**src/rtl/mpmc9_app_cmd_issue.sv**
```systemverilog
`default_nettype none
// ============================================================================
// Module   : mpmc9_app_cmd_issue
// Purpose  : Issues one MIG UI command per burst beat with app_rdy handshake.
// Revision : 1.0 - initial release
// ============================================================================
module mpmc9_app_cmd_issue #(
  parameter int AW       = 29,
  parameter int BLW      = 6,
  parameter int ADDR_INC = 8
) (
  input  logic           clk,
  input  logic           rstn,
  input  logic           req_valid,
  output logic           req_ready,
  input  logic [2:0]     req_cmd,
  input  logic [AW-1:0]  req_addr,
  input  logic [BLW-1:0] req_len,
  input  logic           abort,
  input  logic           app_rdy,
  output logic           app_en,
  output logic [2:0]     app_cmd,
  output logic [AW-1:0]  app_addr,
  output logic           busy,
  output logic           done,
  output logic [BLW:0]   issued
);

  localparam logic [2:0] CMD_WRITE = 3'b000;

  typedef enum logic [0:0] {
    IDLE  = 1'b0,
    ISSUE = 1'b1
  } state_t;

  state_t         state, state_nxt;
  logic           app_en_nxt;
  logic [2:0]     app_cmd_nxt;
  logic [AW-1:0]  app_addr_nxt;
  logic           done_nxt;
  logic [BLW:0]   issued_nxt;
  logic [BLW-1:0] remaining, remaining_nxt;
  logic           accept;

  assign accept    = app_en & app_rdy;
  assign req_ready = (state == IDLE);
  assign busy      = (state == ISSUE);

  always_comb begin
    state_nxt     = state;
    app_en_nxt    = app_en;
    app_cmd_nxt   = app_cmd;
    app_addr_nxt  = app_addr;
    done_nxt      = 1'b0;
    issued_nxt    = issued;
    remaining_nxt = remaining;
    case (state)
      IDLE: begin
        if (req_valid) begin
          app_cmd_nxt   = req_cmd;
          app_addr_nxt  = req_addr;
          remaining_nxt = req_len;
          issued_nxt    = '0;
          app_en_nxt    = 1'b1;
          state_nxt     = ISSUE;
        end
      end
      ISSUE: begin
        // abort only takes effect on an accept so a presented command is never withdrawn
        if (accept) begin
          issued_nxt = issued + {{BLW{1'b0}}, 1'b1};
          if ((remaining == '0) || abort) begin
            app_en_nxt = 1'b0;
            done_nxt   = 1'b1;
            state_nxt  = IDLE;
          end else begin
            remaining_nxt = remaining - {{(BLW-1){1'b0}}, 1'b1};
            app_addr_nxt  = app_addr + AW'(ADDR_INC);
          end
        end
      end
      default: state_nxt = IDLE;
    endcase
  end

  always_ff @(posedge clk or negedge rstn) begin
    if (!rstn) begin
      state     <= IDLE;
      app_en    <= 1'b0;
      app_cmd   <= CMD_WRITE;
      app_addr  <= '0;
      done      <= 1'b0;
      issued    <= '0;
      remaining <= '0;
    end else begin
      state     <= state_nxt;
      app_en    <= app_en_nxt;
      app_cmd   <= app_cmd_nxt;
      app_addr  <= app_addr_nxt;
      done      <= done_nxt;
      issued    <= issued_nxt;
      remaining <= remaining_nxt;
    end
  end

endmodule
`default_nettype wire

```
**config.mk**
```make
export PLATFORM = sky130hd
export DESIGN_NAME = mpmc9_app_cmd_issue
export DESIGN_NICKNAME = d
export VERILOG_FILES = /design/src/rtl/mpmc9_app_cmd_issue.sv
export SDC_FILE = /design/constraint.sdc
export NUM_CORES = 1
export LEC_CHECK = 0
export CORE_MARGIN = 4
export CORE_UTILIZATION = 40
export CTS_CLUSTER_DIAMETER = 200
export DETAILED_ROUTE_END_ITERATION = 6
export HOLD_SLACK_MARGIN = 0.06
export PLACE_DENSITY = 0.7
export SLEW_MARGIN = 20
export SYNTH_ARGS = -nofsm -noshare
export SYNTH_HDL_FRONTEND = slang
export SYNTH_SLANG_ARGS = --single-unit
```
**constraint.sdc**
```tcl
create_clock -name clk -period 2.2 [get_ports clk]
set_input_delay 0.44 -clock clk [delete_from_list [all_inputs] [get_ports clk]]
set_output_delay 0.44 -clock clk [all_outputs]
set_load 0.02 [all_outputs]
```
==> impl_results.md <==
* DR pass1 iterations at 4
* YS warnings at 0
* Crit path kind: reg2reg
* IO Count at 86
* Critical path endpoint category: register
* ANT cells at 0
* Die area at 8324 sq um
* Num CTS Buffers at 5
* Via density at 5.642
* Post-CTS resize count at 0
* Worst min path class: in2async
* Crit path cell chain: ha_1, and4_1, nand3_1, nor3_1, mux2i_1, o21ai_0
* Critical Path Max Stage Delay at 0.46 ns
* Initial Utilization at 41.02%
* Synth cell types at 58
* Detail Route Antenna Nets at 0
* Setup TNS at 0 ns
* Clock latency on the worst-skew pair at 0.30 ns
* Worst-margin pin slew at 0.5316 ns
* Min Tclk post-route at 1.957 ns
* Count of pins over their slew limit at 0
* Final Cycle Share at 88.97%
* Row cnt at 30
* Clock sink count at 48
* Status: completed
* Port bufs at 85
* Routability cong. at 0.8346
* Final instance area at 3880 sq um
* Worst vdd ir at 0.0005992 V
* Fin. Hold Viols at 0
* Prevailing post-synth register cell: dfrtp_1
* Layout cell share with drive strength beyond 1 at 11.58%
* Critical Path RT at 2.38 ns
* DRT iter0 DRCs at 160
* Placement Cell Area at 3787 sq um
* Root buffer cell: clkbuf_8
* Mapped Area at 2771 sq um
* P per Cell Area at 1214 nW/um^2
* Clock skew at 0.006955 ns
* Routed WL per cell at 16.23 microns
* Setup violators final at 0
* RSZ-0062 raised after global routing: false
* DRC Markers at 0
* CP max-delay cell: dfrtp_1
* Syn Inst Count at 309
* GRT overflow at 0
* Arr. time, crit path at 2.14 ns
* Number of synthesized flops with an enable pin at 0
* Initial antenna violation count at 0
* Vias post-DR at 2742
* Synth-to-Final Area Change at 40.00%
* Post-synth net total at 356
* Nets at 452
* TritonCTS clock tree: yes
* Worst Path Max Fanout at 6
* Routed WL at 7889 microns
* Core Footprint at 6756 sq um
* Max-Slew Margin vs Limit at 64.27%
* Avg Cell Area, Syn at 8.969 sq um
* CTS H-Tree Depth at 2
* Max_cap viols at 0
* Post-DP HPWL at 5898 microns
* Vias in the first global route at 2599
* Clk pin slew, worst setup/hold paths at 0.09 ns
* Largest net degree at the start of global routing at 35
* Die Ht at 91.24 microns
* All-Layer GR Usage at 19.03%
* Post-CTS Setup Repair Bufs at 0
* Fraction of registers with async set/reset at 100.0%
* Hold-fix buffers at CTS at 0
* Die Span X at 91.24 microns
* Power, Total at 4.709 mW
* Flops & latches, synth at 48
* Startpoint types: register
* Max Freq at 510.9 MHz
* CTS max path bufs at 2
* LEAKAGE at 1.597 nW
* Seq/Total Area, Yosys at 43.34%
* First-pass GRT wire length at 12980 microns
-- synth_stat cells (2+ instances only) --
master    instances  share of area, %
and3_2            2              0.54
buf_6             3               1.2
and3_1            5               1.1
o31ai_1           3              0.81
nor4_4            2               1.5
inv_1             4              0.54
o22a_2            2              0.72
o21a_1            4               1.1
buf_2             3              0.54
nor3_1            5              0.90
o211ai_1          2              0.54
o22ai_1           8               1.8
ha_1              4               1.8
nand2_1          42               5.7
and4_1            3              0.95
nand4_1           8               1.8
o21ai_0          19               3.4
o21bai_1          2              0.54
a21oi_1          31               5.6
clkbuf_1          7              0.95
a31oi_1           4              0.90
o32ai_1           2              0.63
o22a_1            7               2.2
nand3_1          19               3.4
a221oi_1          2              0.63
nor2_1           30               4.1
nand2_2           2              0.45
nand2b_1          3              0.68
dfrtp_1          48                43
mux2i_1           5               1.8
-- cell families after synthesis --
logic type      after synthesis  share of synthesized area [%]
compound gates               97                          22.89
simple gates                134                          25.91
fa+ha+maj                     4                          1.806
mux                           6                          2.212
xor+xnor                      1                         0.3161
flops                        48                          43.34
buf+inv                      19                          3.521
-- power by group --
part	internal [mW]	leakage, nW	total, mW	switching (mW)
Sequential	1.22	0.586	1.66	0.435
Combinational	1.16	0.960	2.49	1.34
Clock	0.252	0.0510	0.555	0.303
-- sequential cells by signal, indices dropped and copies added (netlist names) --
name,flops
app_cmd,3
busy,1
app_en,1
done,1
issued,7
remaining,6
app_addr,29
-- cell type report --
| class | count | area (sq um) |
|---|---|---|
| well taps | 80 | 100.1 |
| inverters | 5 | 18.77 |
| clock buffers | 6 | 82.58 |
| multi-input cells | 242 | 1473 |
| flip-flops and latches | 48 | 1202 |
| repair buffers | 103 | 993.5 |
| fillers | 628 | 2877 |
| clock inverters | 2 | 10.01 |
-- metal layers --
layer	GRT usage, %	up-vias	part of all wire (%)
met5	0	-	0
met3	3.894	6	5.8
met4	3.392	0	0.58
met1	26.71	1291	46
met2	30.72	100	48
li1	-	1345	-
-- placed cells by master (no fill, tap or decap), types with 5 or more instances in the layout --
cell             synthesis  layout
a21oi_1                 31      31
nor3_1                   5       5
o21ai_0                 19      19
and3_1                   5       5
clkdlybuf4s50_1          0      84
o22a_1                   7       7
clkbuf_8                 0       6
buf_4                    0      17
nand3_1                 19      19
dfrtp_1                 48      47
nand4_1                  8       8
nand2_1                 42      42
nor2_1                  30      30
mux2i_1                  5       5
o22ai_1                  8       8
-- through the flow --
step	instances	worst slack, ns	utilization (%)	hold slack [ns]
finish	486	0.2428	57.43	0.08995
global route	486	0.1151	57.43	0.1228
CTS	486	0.2598	57.43	0.1019
detailed placement	478	0.06986	56.06	0.4355
global placement	478	0.1267	56.06	0.4254
floorplan	309	0.3880	-	0.1444
-- critical path: cells and delay by family (launching register included) --
kind | cells | cell delay, ns
AND/OR/NAND/NOR | 3 | 0.80
flip-flops | 1 | 0.46
adder cells (fa/ha/maj) | 1 | 0.27
multiplexers | 1 | 0.21
AO/OA/AOI/OAI | 1 | 0.09
-- worst paths after layout --
kind,startpoint,end,slack [ns],cells past startpoint
worst max-delay path,app_addr[3],app_addr[19],0.24,6
max in group asynchronous,rstn,app_addr[25],1.58,2
worst max register to register,app_addr[3],app_addr[19],0.24,6
worst min register to register,issued[6],issued[6],0.49,1
min in group clk,issued[6],issued[6],0.49,1
worst min-delay path,rstn,done,0.09,1
Power figures use the tool's default switching activity.
==> edit 1: new RTL, same settings <==
The parameter `BLW` goes from 6 to 7.
--- a/src/rtl/mpmc9_app_cmd_issue.sv
+++ b/src/rtl/mpmc9_app_cmd_issue.sv
@@ -6,7 +6,7 @@
 // ============================================================================
 module mpmc9_app_cmd_issue #(
   parameter int AW       = 29,
-  parameter int BLW      = 6,
+  parameter int BLW      = 7,
   parameter int ADDR_INC = 8
 ) (
   input  logic           clk,
Interface: changed (resized issued and req_len); port bits go from 86 to 88. No check against the original RTL was run, so the function may have changed too.
==> edit 1 against the unedited design <==
- setup slack worse by 91 ps
- routed wire length grew 6.0%
- design area up 2.6%
- sequential cell count grew 2
- core utilization grew 0.83 points
- area after synthesis grew 2.4%
- total power rose by 4.7%
- sequential share of layout area is 0.48 points higher
- sequential power increased by 3%
- largest cell class unchanged
- largest power group unchanged
==> edit 1: results (changes against the unedited design) <==
Ant diodes: 0 (unchanged)
Largest registers: app_addr: 29 flops, issued: 8 flops, remaining: 7 flops
Last element of the critical path: app_addr[13]
Register area share after synthesis: 44.1% (+0.73 points)
Tot GR Track Use: 20.5% (+1.5 points)
Nets: 468 (+3.5%)
Flop-to-flop setup slack: 150 ps (-90 ps)
Final hold violations: 0 (unchanged)
Clock Latency Late Sink: 300 ps (about the same)
Yosys cell types: 52 (-10%)
P_leak: 0.00159 uW (-0.40%)
Arrival @ worst endpoint: 2240 ps (+100 ps)
Gpl congestion: 0.830 (-0.60%)
Most area-consuming cells after synthesis: dfrtp_1 (44%), nand2_1 (6.2%), a21oi_1 (5.3%)
Share of layout cells above drive strength 1: 8.55% (-3.0 points)
Top cells by count, synth: dfrtp_1 (50), nand2_1 (47), a21oi_1 (30), nor2_1 (30), o21ai_0 (20)
Fill count: 640 (+1.9%)
Max VDD drop: 0.000496 V (-17%)
Outcome: finished, final reports clean
Met1 WL: 3.81 mm (+5.3%)
M1 GR Usage: 26.9% (+0.15 points)
Top delay family on crit path: simple AND/OR/NAND/NOR gates
Least-Margin Pin Slew: 597 ps (+65.1 ps)
Area after DPL: 3890 um^2 (+2.8%)
Critical path's slowest cell: or4_4
Reg2reg start: remaining[3]
Post-route ant nets: 0 (unchanged)
Total Wirelength: 8.36 mm (+6.0%)
Net count after synthesis: 374 (+5.1%)
Crit-path max cell delay: 570 ps (+110 ps)
Largest net degree at the start of global routing: 41 (+17%)
Routed wl met2: 4.03 mm (+7.0%)
Number of DRC markers in iteration 0: 176 (+10%)
Total vias in the final route: 2885 (+5.2%)
Sequential share of power: 34.6% (-0.6 points)
Total CTS buffers: 5 (unchanged)
PortBufs: 87 (+2.4%)
Critical path launch point type: flip-flop
CP Max Fanout: 11 (+5)
Layout Skew: 11.5 ps (+4.55 ps)
Global Route met3 Usage: 4.68% (+0.78 points)
First-pass GRT wire length: 14.3 mm (+9.9%)
DP Wirelength: 6.23 mm (+5.6%)
Min-delay worst type: primary input to async pin
H-tree Lvls: 2 (unchanged)
NetSw: 2190 uW (+5.4%)
Clock Tree Buf Depth: 2 (unchanged)
Met2 GRT Util: 34.9% (+4.2 points)
Met3 Routed Length: 488 um (+6.1%)
## edit 1: power by group through the flow
stage          logic [uW]  registers, uW  clock network, uW
2_1_floorplan        1220           1990                  0
3_3_place_gp         2620           1710                  0
3_5_place_dp         2670           1720                  0
4_1_cts              2690           1700                560
5_1_grt              2930           1770                602
6_report             2680           1710                545
## edit 1: worst reg2reg max path, stage by stage, from the launching register on
cell and delay (ps):
dfrtp_1 460, or4_4 570, o21a_4 240, nor2_4 180, buf_4 220, a21oi_1 60
o22a_1 200
## edit 1: cell type report
class	count	area share, %
Inverter	6	0.566
Sequential cell	50	31.5
Timing Repair Buffer	106	25.7
Multi-Input combinational cell	252	37.1
Clock buffer	7	2.17
Tap cell	96	3.02
## edit 1: worst min path at each step
| stage | start | endpoint | slack [ps] |
|---|---|---|---|
| 6_report | rstn | app_cmd[1] | 130 |
| 3_3_place_gp | app_addr[1] | app_addr[1] | 460 |
| 5_1_grt | rstn | app_addr[2] | 170 |
| 3_5_place_dp | app_addr[1] | app_addr[1] | 460 |
| 2_1_floorplan | rstn | app_addr[0] | 140 |
| 4_1_cts | rstn | app_addr[2] | 150 |
## edit 1: per-stage QoR
step                      instances  hold slack [ps]  total power [uW]  setup slack [ps]  utilization, %
after global placement          510              457              4330               136            57.0
after detailed placement        510              462              4390              85.0            57.0
final                           517              131              4930               152            58.3
after global routing            517              167              5310              56.4            58.3
after floorplan                 327              144              3210               336               -
after CTS                       517              146              4950               170            58.3
## edit 1: cell families after synthesis
logic type                 Yosys count  share of synthesized area (%)
DFF                                 50                           44.1
adders and majority gates            3                           1.32
buffers and inverters               25                           3.88
xor gates and xnor gates             1                          0.309
muxes                                7                           2.47
AOI/OAI and AO/OA                  106                           24.5
and+or+nand+nor                    135                           23.4
==> edit 2: new RTL, same flow settings <==
Made on the original files. Take the reset off `app_addr` and load it in a clocked block of its own.
--- a/src/rtl/mpmc9_app_cmd_issue.sv
+++ b/src/rtl/mpmc9_app_cmd_issue.sv
@@ -88,7 +88,6 @@
       state     <= IDLE;
       app_en    <= 1'b0;
       app_cmd   <= CMD_WRITE;
-      app_addr  <= '0;
       done      <= 1'b0;
       issued    <= '0;
       remaining <= '0;
@@ -96,13 +95,16 @@
       state     <= state_nxt;
       app_en    <= app_en_nxt;
       app_cmd   <= app_cmd_nxt;
-      app_addr  <= app_addr_nxt;
       done      <= done_nxt;
       issued    <= issued_nxt;
       remaining <= remaining_nxt;
     end
   end
 
+  always_ff @(posedge clk) begin
+    app_addr <= app_addr_nxt;
+  end
+
 endmodule
 `default_nettype wire
 
Function: changed (Yosys sat finds a counterexample within 4 cycles, from zero or initial values and one cycle with rstn low).
==> edit 2 against the unedited design <==
- design area decreased by 3.5%
- critical path type unchanged
- clock power increased by 12%
- largest power group unchanged
- clock skew decreased by 1.6 ps
- area after synthesis decreased by 5.6%
- total power decreased by 21%
- sequential cell count unchanged
- routed wire length decreased by 13%
- sequential power decreased by 8%
- setup slack got worse by 64 ps
==> edit 2: results (changes against the unedited design) <==
First-pass GRT wire length: 11.0 mm (-15%)
Largest net degree at the start of global routing: 47 (+34%)
Crit-path max cell delay: 590 ps (+130 ps)
CP Max Fanout: 7 (+1)
Share of layout cells above drive strength 1: 9.14% (-2.4 points)
P_leak: 0.00138 uW (-14%)
Register area share after synthesis: 51.5% (+8.1 points)
Max VDD drop: 0.000478 V (-20%)
DP Wirelength: 5.22 mm (-12%)
Worst hold slack: 486 ps (+396 ps)
NetSw: 1360 uW (-34%)
Total Wirelength: 6.84 mm (-13%)
DP Worst Slack: 98.2 ps (+28.4 ps)
Number of DRC markers in iteration 0: 129 (-19%)
Flop-to-flop setup slack: 180 ps (-60 ps)
Nets: 407 (-10%)
Net count after synthesis: 313 (-12%)
Sequential share of power: 41.3% (+6.1 points)
Last element of the critical path: app_addr[23]
Reg2reg start: app_addr[16]
Least-Margin Pin Slew: 600 ps (+68.1 ps)
Gpl congestion: 0.872 (+4.5%)
Outcome: finished, final reports clean
Min-delay worst type: flip-flop to flip-flop
Arrival @ worst endpoint: 2170 ps (+30 ps)
Tot GR Track Use: 18.1% (-0.95 points)
Area after DPL: 3630 um^2 (-4.1%)
Clock group share of total power: 16.9% (+5.1 points)
Vias in the first global route: 2354 (-9.4%)
Asr flop ratio synth: 39.6% (-60 points)
Reg2Reg Depth: 5 (-1)
Final period util: 91.9% (+2.9 points)
Via density: 5.54 (-1.7%)
EDFF count, synth: 29 (+29)
Critical path's slowest cell: or4_4
Most area-consuming cells after synthesis: edfxtp_1 (33%), dfrtp_1 (18%), nor2_1 (4.6%)
Yosys cell types: 43 (-26%)
Placed insts: 430 (-10%)
Worst r2r dst: app_addr[23]
Fin cells: 438 (-9.9%)
edit 2: logic make-up after synthesis:
group,Yosys count,share of synthesized area [%]
flops,48,51.5
compound gates,62,14.5
mux,6,2.39
buf+inv,18,2.68
xor+xnor,11,3.68
simple gates,117,23.3
fa+ha+maj,4,1.91
edit 2: tightest hold or removal path, stage by stage (launching register included):
cell	delay, ps
dfrtp_1	350
nand2_1	50
nand2_1	60
edit 2: per-layer routing:
layer	vias to the layer above	track usage [%]	share of wire [%]
met5	-	0	0
met4	0	5.91	1.9
li1	1190	-	-
met2	71	29.6	50
met3	11	3.63	5.7
met1	1156	24.0	43
edit 2: area by class of cell:
type / count / area (um^2)
clock buffer: 6 / 72.6
clock inverter: 2 / 35.0
fill: 553 / 2610
inverter: 6 / 22.5
multi-input combinational: 200 / 1200
sequential: 48 / 1350
tap: 77 / 96.3
timing repair buffer: 99 / 968
